## config.mk

```make
export PLATFORM = sky130hd
export DESIGN_NAME = serial_addsub_unit_flat
export DESIGN_NICKNAME = d
export VERILOG_FILES = /design/src/rtl/serial_addsub_if.sv /design/src/rtl/serial_addsub_unit.sv /design/src/flat_wrapper.sv
export SDC_FILE = /design/constraint.sdc
export NUM_CORES = 1
export LEC_CHECK = 0
export CORE_MARGIN = 5
export CORE_UTILIZATION = 43
export CTS_CLUSTER_SIZE = 10
export DETAILED_ROUTE_END_ITERATION = 16
export PLACE_DENSITY = 0.68
export REMOVE_ABC_BUFFERS = 1
export SLEW_MARGIN = 30
export SYNTH_ARGS = -nofsm -noshare
export SYNTH_HDL_FRONTEND = slang
export SYNTH_SLANG_ARGS = --single-unit
```

## constraint.sdc

```tcl
create_clock -name clk -period 2.41 [get_ports clk]
set_input_delay 0.482 -clock clk [delete_from_list [all_inputs] [get_ports clk]]
set_output_delay 0.482 -clock clk [all_outputs]
set_load 0.03 [all_outputs]
```

## src/rtl/serial_addsub_if.sv

```systemverilog
// Handshake and data bundle for serial_addsub_unit: requester drives start/sub/A/B,
// unit returns busy/done and the registered result with status flags.
interface serial_addsub_if #(
    parameter int WIDTH = 16
);
    logic             start;
    logic             sub;
    logic [WIDTH-1:0] A;
    logic [WIDTH-1:0] B;
    logic             busy;
    logic             done;
    logic [WIDTH-1:0] Result;
    logic             Cout;
    logic             Overflow;
    logic             Zero;

    modport master (
        output start, sub, A, B,
        input  busy, done, Result, Cout, Overflow, Zero
    );

    modport slave (
        input  start, sub, A, B,
        output busy, done, Result, Cout, Overflow, Zero
    );
endinterface

```

## src/rtl/serial_addsub_unit.sv

```systemverilog
// Multi-cycle two's-complement adder/subtractor: DIGIT bits per clock, LSB first,
// through one DIGIT-wide ripple slice, with start/busy/done handshake.
module serial_addsub_unit #(
    parameter int WIDTH = 16,
    parameter int DIGIT = 4
) (
    input logic           clk,
    input logic           rst_n,
    serial_addsub_if.slave bus
);
    localparam int N  = WIDTH / DIGIT;
    localparam int CW = $clog2(N + 1);

    typedef enum logic [1:0] {IDLE, RUN, DONE} state_t;

    state_t           r_state;
    logic [CW-1:0]    r_cnt;
    logic [WIDTH-1:0] r_opa;
    logic [WIDTH-1:0] r_opb;
    logic [WIDTH-1:0] r_acc;
    logic             r_carry;
    logic             r_busy;
    logic             r_done;
    logic [WIDTH-1:0] r_result;
    logic             r_cout;
    logic             r_ovf;
    logic             r_zero;

    logic [DIGIT:0]   w_sum;
    logic             w_cmsb;
    logic [WIDTH-1:0] w_acc_next;

    // Shift-based accumulator update stays legal when DIGIT == WIDTH (acc >> WIDTH is 0).
    always_comb begin
        w_sum      = {1'b0, r_opa[DIGIT-1:0]} + {1'b0, r_opb[DIGIT-1:0]} + {{DIGIT{1'b0}}, r_carry};
        w_cmsb     = r_opa[DIGIT-1] ^ r_opb[DIGIT-1] ^ w_sum[DIGIT-1];
        w_acc_next = (r_acc >> DIGIT) | (WIDTH'(w_sum[DIGIT-1:0]) << (WIDTH - DIGIT));
    end

    always_ff @(posedge clk) begin
        if (!rst_n) begin
            r_state  <= IDLE;
            r_cnt    <= '0;
            r_opa    <= '0;
            r_opb    <= '0;
            r_acc    <= '0;
            r_carry  <= 1'b0;
            r_busy   <= 1'b0;
            r_done   <= 1'b0;
            r_result <= '0;
            r_cout   <= 1'b0;
            r_ovf    <= 1'b0;
            r_zero   <= 1'b0;
        end else if (r_state == RUN) begin
            r_opa   <= r_opa >> DIGIT;
            r_opb   <= r_opb >> DIGIT;
            r_acc   <= w_acc_next;
            r_carry <= w_sum[DIGIT];
            r_cnt   <= r_cnt + CW'(1);
            if (r_cnt == CW'(N - 1)) begin
                r_state  <= DONE;
                r_busy   <= 1'b0;
                r_done   <= 1'b1;
                r_result <= w_acc_next;
                r_cout   <= w_sum[DIGIT];
                r_ovf    <= w_cmsb ^ w_sum[DIGIT];
                r_zero   <= (w_acc_next == '0);
            end
        end else begin
            // IDLE and DONE accept start identically, which gives back-to-back issue.
            r_done <= 1'b0;
            if (bus.start) begin
                r_state <= RUN;
                r_busy  <= 1'b1;
                r_opa   <= bus.A;
                r_opb   <= bus.B ^ {WIDTH{bus.sub}};
                r_carry <= bus.sub;
                r_acc   <= '0;
                r_cnt   <= '0;
            end else begin
                r_state <= IDLE;
            end
        end
    end

    assign bus.busy     = r_busy;
    assign bus.done     = r_done;
    assign bus.Result   = r_result;
    assign bus.Cout     = r_cout;
    assign bus.Overflow = r_ovf;
    assign bus.Zero     = r_zero;
endmodule

```

## src/flat_wrapper.sv

```systemverilog
// flat-port wrapper written by rule: the top's interface ports become plain ports
module serial_addsub_unit_flat 
#(
    parameter int WIDTH = 16,
    parameter int DIGIT = 4
)
  (clk, rst_n, bus_start, bus_sub, bus_A, bus_B, bus_busy, bus_done, bus_Result, bus_Cout, bus_Overflow, bus_Zero);
  serial_addsub_if #(.WIDTH(WIDTH)) bus_i ();
  input logic clk;
  input logic rst_n;
  input wire logic [$bits(bus_i.start)-1:0] bus_start;
  input wire logic [$bits(bus_i.sub)-1:0] bus_sub;
  input wire logic [$bits(bus_i.A)-1:0] bus_A;
  input wire logic [$bits(bus_i.B)-1:0] bus_B;
  output wire logic [$bits(bus_i.busy)-1:0] bus_busy;
  output wire logic [$bits(bus_i.done)-1:0] bus_done;
  output wire logic [$bits(bus_i.Result)-1:0] bus_Result;
  output wire logic [$bits(bus_i.Cout)-1:0] bus_Cout;
  output wire logic [$bits(bus_i.Overflow)-1:0] bus_Overflow;
  output wire logic [$bits(bus_i.Zero)-1:0] bus_Zero;
  assign bus_i.start = bus_start;
  assign bus_i.sub = bus_sub;
  assign bus_i.A = bus_A;
  assign bus_i.B = bus_B;
  assign bus_busy = bus_i.busy;
  assign bus_done = bus_i.done;
  assign bus_Result = bus_i.Result;
  assign bus_Cout = bus_i.Cout;
  assign bus_Overflow = bus_i.Overflow;
  assign bus_Zero = bus_i.Zero;
  serial_addsub_unit #(.WIDTH(WIDTH), .DIGIT(DIGIT)) u_core (.clk(clk), .rst_n(rst_n), .bus(bus_i));
endmodule
```

# Yosys cells after proc, flatten, opt, wreduce, memory -nomap -nowiden
# Index checks and enable logic that the tools add are counted.
# word_totals
register_bits	75
latch_bits	0
ram_bits	0
mem_bits_ro	0
output_inout_bits	21
word_cells	48
mem_count	0
# op_classes
n_addsub	3
mul	0
div	0
magnitude_cmp	0
eq_ne	3
shifts	0
n_mux	16
bitwise_logic	6
reduce_logical	6
# op_table
cell	count
2-to-1 mux 12 bit	4
2-to-1 mux 16 bit	2
logical NOT 16 bit	1
bitwise OR 12 x 16 -> 16 bit	1
XOR 16 bit	1
2-to-1 mux 1 bit	6
2-to-1 mux 3 bit	2
AND reduction 2 bit	3
adder 4 x 4 -> 5 bit	1
adder 5 x 1 -> 5 bit	1
2-to-1 mux 2 bit	2
adder 3 x 1 -> 3 bit (second input constant)	1
== test 3 x 2 -> 1 bit (second input constant)	1
XOR 1 bit	3
== test 2 x 1 -> 1 bit (second input constant)	1
inequality test 2 bit (second input constant)	1
nonzero test 2 bit	1
OR reduction 2 bit	1
NOT 1 bit	1

# Longest topological paths before layout
# Gate-level depths: netlist of the first run.
# logic_depth
depth_word	4
depth_mapped	7

# Worst setup path before layout of the first run
# No wires, ideal clock.
# synth_path
kind	register -> register
startpoint	register u_core.r_carry
endpoint	register u_core.r_ovf (netlist: u_core.bus.Overflow)
t_arrival_ns	1.824
required_ns	2.322
slack_ns	0.498
stages_incl_launch_ff	7
synth_period_minus_slack_ns	1.912
cell_sequence	dfxtp_1 -> fa_1 -> fa_1 -> a21o_1 -> a21oi_4 -> xnor2_1 -> a311oi_2
# synth_via
elab_chain_len	3
# synth_rtl
item	line	rtl
start, declared	serial_addsub_unit.sv:21	logic r_carry;
start signal, assigned	serial_addsub_unit.sv:58	r_carry <= w_sum[DIGIT];
start signal, assigned	serial_addsub_unit.sv:77	r_carry <= bus.sub;
adder 5 x 1 -> 5 bit *	serial_addsub_unit.sv:35	w_sum = {1'b0, r_opa[DIGIT-1:0]} + {1'b0, r_opb[DIGIT-1:0]} + {{DIGIT{1'b0}}, r_carry};
XOR 1 bit	serial_addsub_unit.sv:36	w_cmsb = r_opa[DIGIT-1] ^ r_opb[DIGIT-1] ^ w_sum[DIGIT-1];
XOR 1 bit *	serial_addsub_unit.sv:66	r_ovf <= w_cmsb ^ w_sum[DIGIT];
end signal, assigned	serial_addsub_unit.sv:66	
end, declared	serial_addsub_unit.sv:26	logic r_ovf;
# Every way passes the cells marked *; elsewhere a longest branch is shown, timed or not.
# A chain may end at the register's enable or synchronous reset.

# Worst setup path after layout of the first run
# Ends and elaborated chain as after synthesis.

==> metrics.yaml, run 1 <==
status: "complete, no violations"
antenna_left: 0
cts_max_level: 3
coreArea_um2: 6760
maxSlewHeadroom_pct: 54.9
antenna_cells: 0
clkLatencyLatePin_ns: 0.34
power_density_nw_per_um2: 708
fin_crit_sh_pct: 83.8
avgRoutedWirePerCell_um: 13.4
synthAdderAreaFrac_pct: 3.45
worstPathArrival_ns: 2.28
startpoint_type: "flop"
max_freq_mhz: 495
synth.top_cell.area_share_pct: 47.9
maxCapViolCount: 0
end_kind: "flop"
grt_pass1_wl_mm: 9.74
final_cell_mix: "dfxtp_1, clkdlybuf4s50_1, nor2_1"
cts.clk_slew.worst_paths_ns: 0.07
routabilityCongestion: 0.784
finalSetupViolations: 0
grt_overflow: 0
synth_xor_area_share_pct: 5.60
worstPathMaxFanout: 3
syn_avg_cell_area_um2: 10.0
cts_buffers: 9
die_w_um: 93.1
wl_met2_mm: 2.50
fp.dieH_um: 93.1
postCtsSetupRepairBufs: 0
layout_min_cycle_time_ns: 2.02
final_common_cell: "dfxtp_1"
slew_viol_final: 0
drt_iter0_markers: 97
initial_utilization_pct: 44.0
cts_root_buffer: "clkbuf_8"
ys_seq_area_share_pct: 47.9
yosys_warnings: 0
cp_data_required_time_ns: 2.67
routed_via_density: 5.20
yosysUniqueCellTypes: 35
synth_compound_area_share_pct: 21.3
synth_edf_count: 0
hold_buffers: 0
finalWirelength_mm: 5.75
fillCellCount: 617
worst_slack_ns: 0.390
syn-instance-count: 297
async_flop_share_pct: 0
totalPowerFinal_w: 0.00266
cts_buffer_depth: 2
dr_wl_met3_um: 276
vias: 2235
synth.area.mux_share_pct: 5.39
dieArea_um2: 8670
tightest_slew_ns: 0.677
highest_layer: "met4"
rsz0062_at_grt: "false"
synth-seq-cells: 71
r2r_slack_ns: 0.39
grt_start_max_net_pins: 39
wl_met1_mm: 2.91
worstSetupPathType: "reg2reg"
report.final.hold_viol_count: 0
synth-main-ff-cell: "dfxtp_1"
yosys.area_share.simple_pct: 10.9
min_path_type: "reg2reg"
dp_hpwl_mm: 4.07
cts_resized: 0
cts_tree: "yes"
yosys-top-cells-area: "dfxtp_1, a22o_1, a211oi_1, nor2_1, xnor2_1"
num_rows: 30
grt_pass1_vias: 2155
drive_gt1_share_pct: 8.57
drc: 0
tns_ns: 0
clock_skew_ns: 0.00764
ios: 57
grt_use_total_pct: 13.9
drt-pass1-iter-count: 4
dp_slack_ns: 0.245
cts_num_sinks: 71
port_buffers: 56
p_leak_nw: 1.45
synth_area_um2: 2970
final_nets: 388
peakVddDrop_uv: 323
area_growth_syn_to_layout_pct: 26.3
synth_top_family_by_area: "compound AO/OA/AOI/OAI gates"
yosys.area.top_type: "dfxtp_1"
antenna_found_initial: 0
layer usage:
layer / vias to the layer above / global-route usage [%]
met5: - / 0
met4: 0 / 6.23
met3: 8 / 3.54
met2: 50 / 21.2
met1: 1015 / 18.5
li1: 1162 / -
power breakdown:
group | internal [W] | leakage [nW] | switching [W]
Combinational | 0.000163 | 0.763 | 0.000163
Sequential | 0.00123 | 0.580 | 0.0000348
Clock | 0.000637 | 0.112 | 0.000433
final cells by class:
| type | instances | area [µm²] | share of cell area (%) |
|---|---|---|---|
| well taps | 80 | 100 | 2.67 |
| clock buffers | 11 | 151 | 4.03 |
| inverters | 2 | 7.51 | 0.200 |
| clock inverters | 5 | 80.1 | 2.13 |
| multi-input cells | 200 | 1390 | 36.9 |
| flip-flops and latches | 71 | 1420 | 37.9 |
| repair buffers | 61 | 606 | 16.1 |
logic make-up (layout without fill, tap and decap cells):
| logic type | Yosys count | in the layout |
|---|---|---|
| AOI/OAI and AO/OA | 84 | 84 |
| xor gates and xnor gates | 19 | 19 |
| adders and majority gates | 7 | 7 |
| buffers and inverters | 26 | 79 |
| DFF | 71 | 71 |
| muxes | 16 | 16 |
| and+or+nand+nor | 74 | 74 |
path summary, 6_finish.rpt:
check,depth (start not counted),from,end
worst min-delay path,2,u_core.r_cnt[2],u_core.r_cnt[2]
worst max register to register,6,u_core.r_carry,u_core.bus.Overflow
worst min register to register,2,u_core.r_cnt[2],u_core.r_cnt[2]
worst max-delay path,6,u_core.r_carry,u_core.bus.Overflow
critical path, stage by stage, from the launching register on:
cell	delay, ns
dfxtp_1	0.33
fa_1	0.46
fa_1	0.42
a21o_1	0.21
a21oi_4	0.18
xnor2_1	0.09
a311oi_2	0.25
synth_stat cells (2+ instances only):
library cell  number
xnor2_1           19
a22o_1            26
fa_1               2
a211oi_1          30
clkbuf_1           3
o21ai_0            2
nor2_1            52
buf_2              9
nand3_1            2
nor4_1             3
buf_4              9
a21oi_2            2
a21oi_1           18
mux2i_1           16
ha_1               5
nand2_1            9
dfxtp_1           71
a21o_1             2
registers in the layout, indices dropped and copies added (netlist names):
register and cells:
u_core.r_carry 1, u_core.bus.Overflow 1, u_core.r_state 2, u_core.bus.done 1, u_core.bus.Result 16, u_core.bus.Zero 1
u_core.bus.busy 1, u_core.r_cnt 3, u_core.r_opa 16, u_core.r_opb 16, u_core.bus.Cout 1, u_core.r_acc 12
through the flow:
stage / utilization [%] / hold WS (ns) / cell area [µm²] / std cells
floorplan: - / 0.425 / 2820 / 273
global placement: 52.1 / 0.434 / 3520 / 414
detailed placement: 52.1 / 0.442 / 3520 / 414
CTS: 55.5 / 0.458 / 3750 / 430
global route: 55.5 / 0.486 / 3750 / 430
finish: 55.5 / 0.461 / 3750 / 430
Power figures use the tool's default switching activity.
==> run 2, diff against run 1 <==
clock period = 2 ns   (was 2.41 ns; I/O delays follow)
==> run 2 against run 1 <==
Compared with the run above:
- final cell count up 1.2%
- critical path type unchanged
- sequential share of layout area down 0.28 points
- maximum frequency up 7.2%
- cell area up 0.73%
- wire length up 3.8%
- critical endpoint unchanged
- largest cell class unchanged
==> metrics.yaml, run 2 (synthesis results as in run 1) <==
dpl.cell_count: 420  # +1.4%
final_nets: 394  # +1.5%
coreArea_um2: 6760  # unchanged
dr_wl_met3_um: 368  # +33%
power_density_nw_per_um2: 812  # +15%
status: "complete, no violations"
critPathMaxStageDelay_ns: 0.40  # -0.06 ns
worst_r2r_path_depth: 6  # unchanged
tightest_slew_ns: 0.477  # -0.200 ns
cts_buffers: 9  # unchanged
max_freq_mhz: 531  # +7.2%
crit_top_cell: "fa_2"
fin_crit_sh_pct: 94.2  # +10 points
grt_pass1_wl_mm: 9.54  # -2.1%
hold_buffers: 0  # unchanged
path_cells: "fa_2 -> fa_2 -> a21o_1 -> a21oi_4 -> xnor2_1 -> a311oi_2"
end_kind: "flop"
routed_via_density: 5.22  # +0.49%
wl_met2_mm: 2.72  # +8.9%
num_rows: 30  # unchanged
cp_slowest_cell: "fa_2"
worstReg2RegStart: "u_core.r_carry"
startpoint_type: "flop"
dp_hpwl_mm: 4.22  # +3.5%
grt_start_max_net_pins: 44  # +13%
avgRoutedWirePerCell_um: 13.7  # +2.6%
timing.rr.end: "u_core.bus.Overflow"
hold_path_end: "u_core.r_cnt[2]"
worstPathMaxFanout: 3  # unchanged
cts_max_level: 3  # unchanged
cts_num_sinks: 71  # unchanged
min_path_type: "reg2reg"
antenna_cells: 0  # unchanged
area_growth_syn_to_layout_pct: 27.3
cts.clk_slew.worst_paths_ns: 0.07  # about the same
report.final.hold_viol_count: 0  # unchanged
grt_overflow: 0  # unchanged
maxCapViolCount: 0  # unchanged
hold_depth: 2  # unchanged
port_buffers: 56  # unchanged
drive_gt1_share_pct: 10.4  # +1.9 points
p_leak_nw: 1.48  # +1.7%
initial_utilization_pct: 44.0  # unchanged
tns_ns: 0  # unchanged
drt_iter0_markers: 98  # +1.0%
routabilityCongestion: 0.795  # +1.3%
finalWirelength_mm: 5.97  # +3.8%
die_w_um: 93.1  # unchanged
ios: 57  # unchanged
final_common_cell: "dfxtp_1"
rsz0062_at_grt: "false"
antenna_found_initial: 0  # unchanged
worst_slack_ns: 0.116  # -0.274 ns
grt_pass1_vias: 2039  # -5.4%
dp_slack_ns: 0.0125  # -0.233 ns
dieArea_um2: 8670  # unchanged
slew_viol_final: 0  # unchanged
cp_data_required_time_ns: 2.26  # -0.41 ns
cts_root_buffer: "clkbuf_8"
drt-pass1-iter-count: 4  # unchanged
drc: 0  # unchanged
clkLatencyLatePin_ns: 0.35  # about the same
highest_layer: "met4"
finalSetupViolations: 0  # unchanged
antenna_left: 0  # unchanged
worstSetupPathType: "reg2reg"
vias: 2272  # +1.7%
cts_buffer_depth: 2  # unchanged
wl_met1_mm: 2.79  # -4.3%
layout_min_cycle_time_ns: 1.88  # -0.136 ns
final_cell_mix: "dfxtp_1, clkdlybuf4s50_1, nor2_1"
hold_start: "u_core.r_cnt[2]"
fp.dieH_um: 93.1  # unchanged
cts_tree: "yes"
r2r_slack_ns: 0.12  # -0.27 ns
maxSlewHeadroom_pct: 68.2  # +13 points
clock_skew_ns: 0.00780  # +0.000166 ns
peakVddDrop_uv: 589  # +82%
worstPathArrival_ns: 2.15  # -0.13 ns
layoutNonFillerInstCount: 435  # +1.2%
grt_use_total_pct: 14.0  # +0.14 points
-- run 2: routing by layer --
| layer | up-vias | global-route usage (%) |
|---|---|---|
| met4 | 0 | 5.25 |
| met2 | 58 | 21.7 |
| li1 | 1171 | - |
| met3 | 10 | 5.47 |
| met5 | - | 0 |
| met1 | 1033 | 17.7 |
-- run 2: area by class of cell --
class / instances / area, µm²
clock buffers: 11 / 151
flip-flops and latches: 71 / 1420
inverters: 2 / 7.51
well taps: 80 / 100
fillers: 629 / 2980
repair buffers: 67 / 663
multi-input cells: 200 / 1390
clock inverters: 4 / 45.0
-- run 2: how the worst max path moves through the flow --
| stage | slack (ns) | to | start |
|---|---|---|---|
| 2_1_floorplan | 0.09 | u_core.bus.Overflow | u_core.r_carry |
| 3_3_place_gp | 0.05 | u_core.bus.Overflow | u_core.r_carry |
| 3_5_place_dp | 0.01 | u_core.bus.Overflow | u_core.r_carry |
| 4_1_cts | 0.05 | u_core.bus.Overflow | u_core.r_carry |
| 5_1_grt | 0.05 | u_core.bus.Overflow | u_core.r_carry |
| 6_report | 0.12 | u_core.bus.Overflow | u_core.r_carry |
-- run 2: metrics by stage --
stage | power (W) | hold WS [ns] | area (µm²) | util (%)
floorplan | 0.00178 | 0.425 | 2820 | -
global placement | 0.00195 | 0.438 | 3580 | 53.0
detailed placement | 0.00196 | 0.466 | 3580 | 53.0
CTS | 0.00311 | 0.474 | 3780 | 55.9
global route | 0.00321 | 0.490 | 3780 | 55.9
finish | 0.00307 | 0.476 | 3780 | 55.9
-- run 2: repair_timing --
action / in CTS / in global routing
gates resized for setup: 1 / 1
endpoints found under the setup margin: 1 / 1
buffers inserted: 0 / 0
-- run 2: power breakdown --
group / leakage (nW) / internal [W] / switching (W)
clock network: 0.105 / 0.000630 / 0.000509
logic: 0.794 / 0.000208 / 0.000200
registers: 0.580 / 0.00148 / 0.0000436
-- run 2: worst max-delay path: cells and delay by family (launching register included) --
family / cells / cell delay, ns
AO/OA/AOI/OAI: 3 / 0.62
XOR/XNOR: 1 / 0.09
adder cells (fa/ha/maj): 2 / 0.76
flip-flops: 1 / 0.33
==> run 3, diff against run 2 <==
CAP_MARGIN = 10   (was unset)
CELL_PAD_IN_SITES_DETAIL_PLACEMENT = 1   (was unset)
CELL_PAD_IN_SITES_GLOBAL_PLACEMENT = 2   (was unset)
CORE_UTILIZATION = 32   (was 43)
PLACE_DENSITY = unset   (was 0.68)
PLACE_DENSITY_LB_ADDON = 0.1   (was unset)
==> run 3 against run 2 <==
Compared with the run above:
- count of clock-buffer cells in the layout is the same
- critical path depth unchanged
- power rose by 3.3%
- non-clock buffer count increased by 4
- wire length rose by 13%
- clock power rose by 7%
- sequential power about the same
- maximum frequency is 1.3% higher
- final cell count is 8.3% higher
- cell area rose by 3.6%
- combinational power rose by 6.4%
==> metrics.yaml, run 3 (synthesis results as in run 1) <==
clock_skew_ns: 0.0110  # +0.00316 ns
worstSetupStartpoint: "u_core.r_carry"
finalWirelength_mm: 6.76  # +13%
cp_data_required_time_ns: 2.25  # about the same
coreArea_um2: 9150  # +35%
drc: 0  # unchanged
tightest_slew_ns: 0.396  # -0.0805 ns
drive_gt1_share_pct: 11.7  # +1.2 points
hold_buffers: 0  # unchanged
worstPathMaxFanout: 2  # -1
worstReg2RegStart: "u_core.r_carry"
maxCapViolCount: 0  # unchanged
die_w_um: 106  # +14%
p_leak_nw: 1.52  # +2.6%
cts_buffers: 9  # unchanged
postCtsSetupRepairBufs: 0  # unchanged
report.final.hold_viol_count: 0  # unchanged
multi_input_area_um2: 1390  # unchanged
final_core_util_pct: 42.8  # -13 points
area_growth_syn_to_layout_pct: 31.9
antenna_left: 0  # unchanged
port_buffers: 56  # unchanged
grt_pass1_wl_mm: 11.5  # +20%
dp_hpwl_mm: 4.96  # +18%
peakVddDrop_uv: 442  # -25%
num_rows: 35  # +17%
hold_slack_ns: 0.476  # +0.0000110 ns
avgRoutedWirePerCell_um: 14.3  # +4.5%
min_path_type: "reg2reg"
final_common_cell: "dfxtp_1"
cts_num_sinks: 71  # unchanged
antenna_found_initial: 0  # unchanged
max_freq_mhz: 538  # +1.3%
maxSlewHeadroom_pct: 73.4  # +5.2 points
drt_iter0_markers: 49  # -50%
cts_root_buffer: "clkbuf_8"
tns_ns: 0  # unchanged
startpoint_type: "flop"
finalSetupViolations: 0  # unchanged
dieArea_um2: 11300  # +30%
fin_crit_sh_pct: 93.0  # -1.2 points
r2r_slack_ns: 0.14  # +0.02 ns
routabilityCongestion: 0.705  # -11%
ios: 57  # unchanged
final_cell_mix: "dfxtp_1, clkdlybuf4s50_1, nor2_1"
status: "complete, no violations"
rsz0062_at_grt: "false"
end_kind: "flop"
placed_cell_area_um2: 3700  # +3.3%
grt_pass1_vias: 2390  # +17%
fillCellCount: 1035  # +65%
hold_start: "u_core.bus.done"
slew_viol_final: 0  # unchanged
dpl.cell_count: 455  # +8.3%
cts_resized: 0  # -1
worstSetupPathType: "reg2reg"
drt-pass1-iter-count: 4  # unchanged
grt_use_total_pct: 12.7  # -1.4 points
cts_max_level: 3  # unchanged
fp.dieH_um: 106  # +14%
antenna_cells: 0  # unchanged
timing.rr.end: "u_core.bus.Overflow"
worst_r2r_path_depth: 6  # unchanged
layout_min_cycle_time_ns: 1.86  # -0.0242 ns
final_nets: 398  # +1.0%
grt_overflow: 0  # unchanged
worstPathArrival_ns: 2.11  # -0.04 ns
vias: 2327  # +2.4%
power_density_nw_per_um2: 809  # -0.35%
initial_utilization_pct: 32.5  # -12 points
routed_via_density: 4.94  # -5.4%
cp-endpoint: "u_core.bus.Overflow"
final_area_um2: 3920  # +3.6%
cts_tree: "yes"
hold_depth: 2  # unchanged
cts.clk_slew.worst_paths_ns: 0.08  # about the same
clkLatencyLatePin_ns: 0.34  # about the same
layoutNonFillerInstCount: 471  # +8.3%
seqCellArea_um2: 1420  # unchanged
grt_start_max_net_pins: 35  # -20%
cts_buffer_depth: 2  # unchanged
==> run 3: cell count changes in the layout (fill, tap and decap cells not counted) <==
cell / change
clkinvlp_4: +1
clkinv_2: -3
buf_12: +4
clkinv_4: +1
inv_6: +2
==> run 3: how the worst min path moves through the flow <==
stage                                  to  slack [ns]
floorplan                 u_core.r_cnt[2]        0.43
global placement          u_core.r_cnt[2]        0.43
finish                    u_core.bus.done        0.48
global route        u_core.bus.Result[13]        0.50
detailed placement        u_core.bus.done        0.46
CTS                      u_core.r_opb[15]        0.47
==> run 3: final cells by class <==
cell class / count / share of cell area [%]
flip-flops and latches: 71 / 36.3
multi-input cells: 200 / 35.5
repair buffers: 71 / 19.0
clock buffers: 11 / 3.86
well taps: 111 / 3.55
clock inverters: 5 / 1.63
inverters: 2 / 0.192
==> run 3: worst max-delay path: stages, from the launching register on <==
cell and delay [ns]:
dfxtp_1 0.33, fa_2 0.40, fa_2 0.36, a21o_1 0.19, a21oi_4 0.16, xnor2_1 0.09, a311oi_2 0.25
==> run 3: where the power goes <==
part | switching [W] | internal [W]
Sequential | 0.0000424 | 0.00148
Clock | 0.000561 | 0.000655
Combinational | 0.000211 | 0.000223
Total | 0.000814 | 0.00236
==> run 3: layer usage <==
layer | global-route usage (%) | part of all wire [%] | vias up
met5 | 0 | 0 | -
met3 | 3.34 | 3.8 | 5
met2 | 21.2 | 49 | 44
met1 | 15.8 | 46 | 1101
met4 | 4.16 | 0.81 | 0
li1 | - | - | 1177
==> run 3: stage by stage <==
stage	worst slack (ns)	total power (W)
after floorplan	0.0881	0.00178
final	0.141	0.00317
after global routing	0.0496	0.00333
after CTS	0.00847	0.00323
after detailed placement	0.0288	0.00199
after global placement	0.0587	0.00199
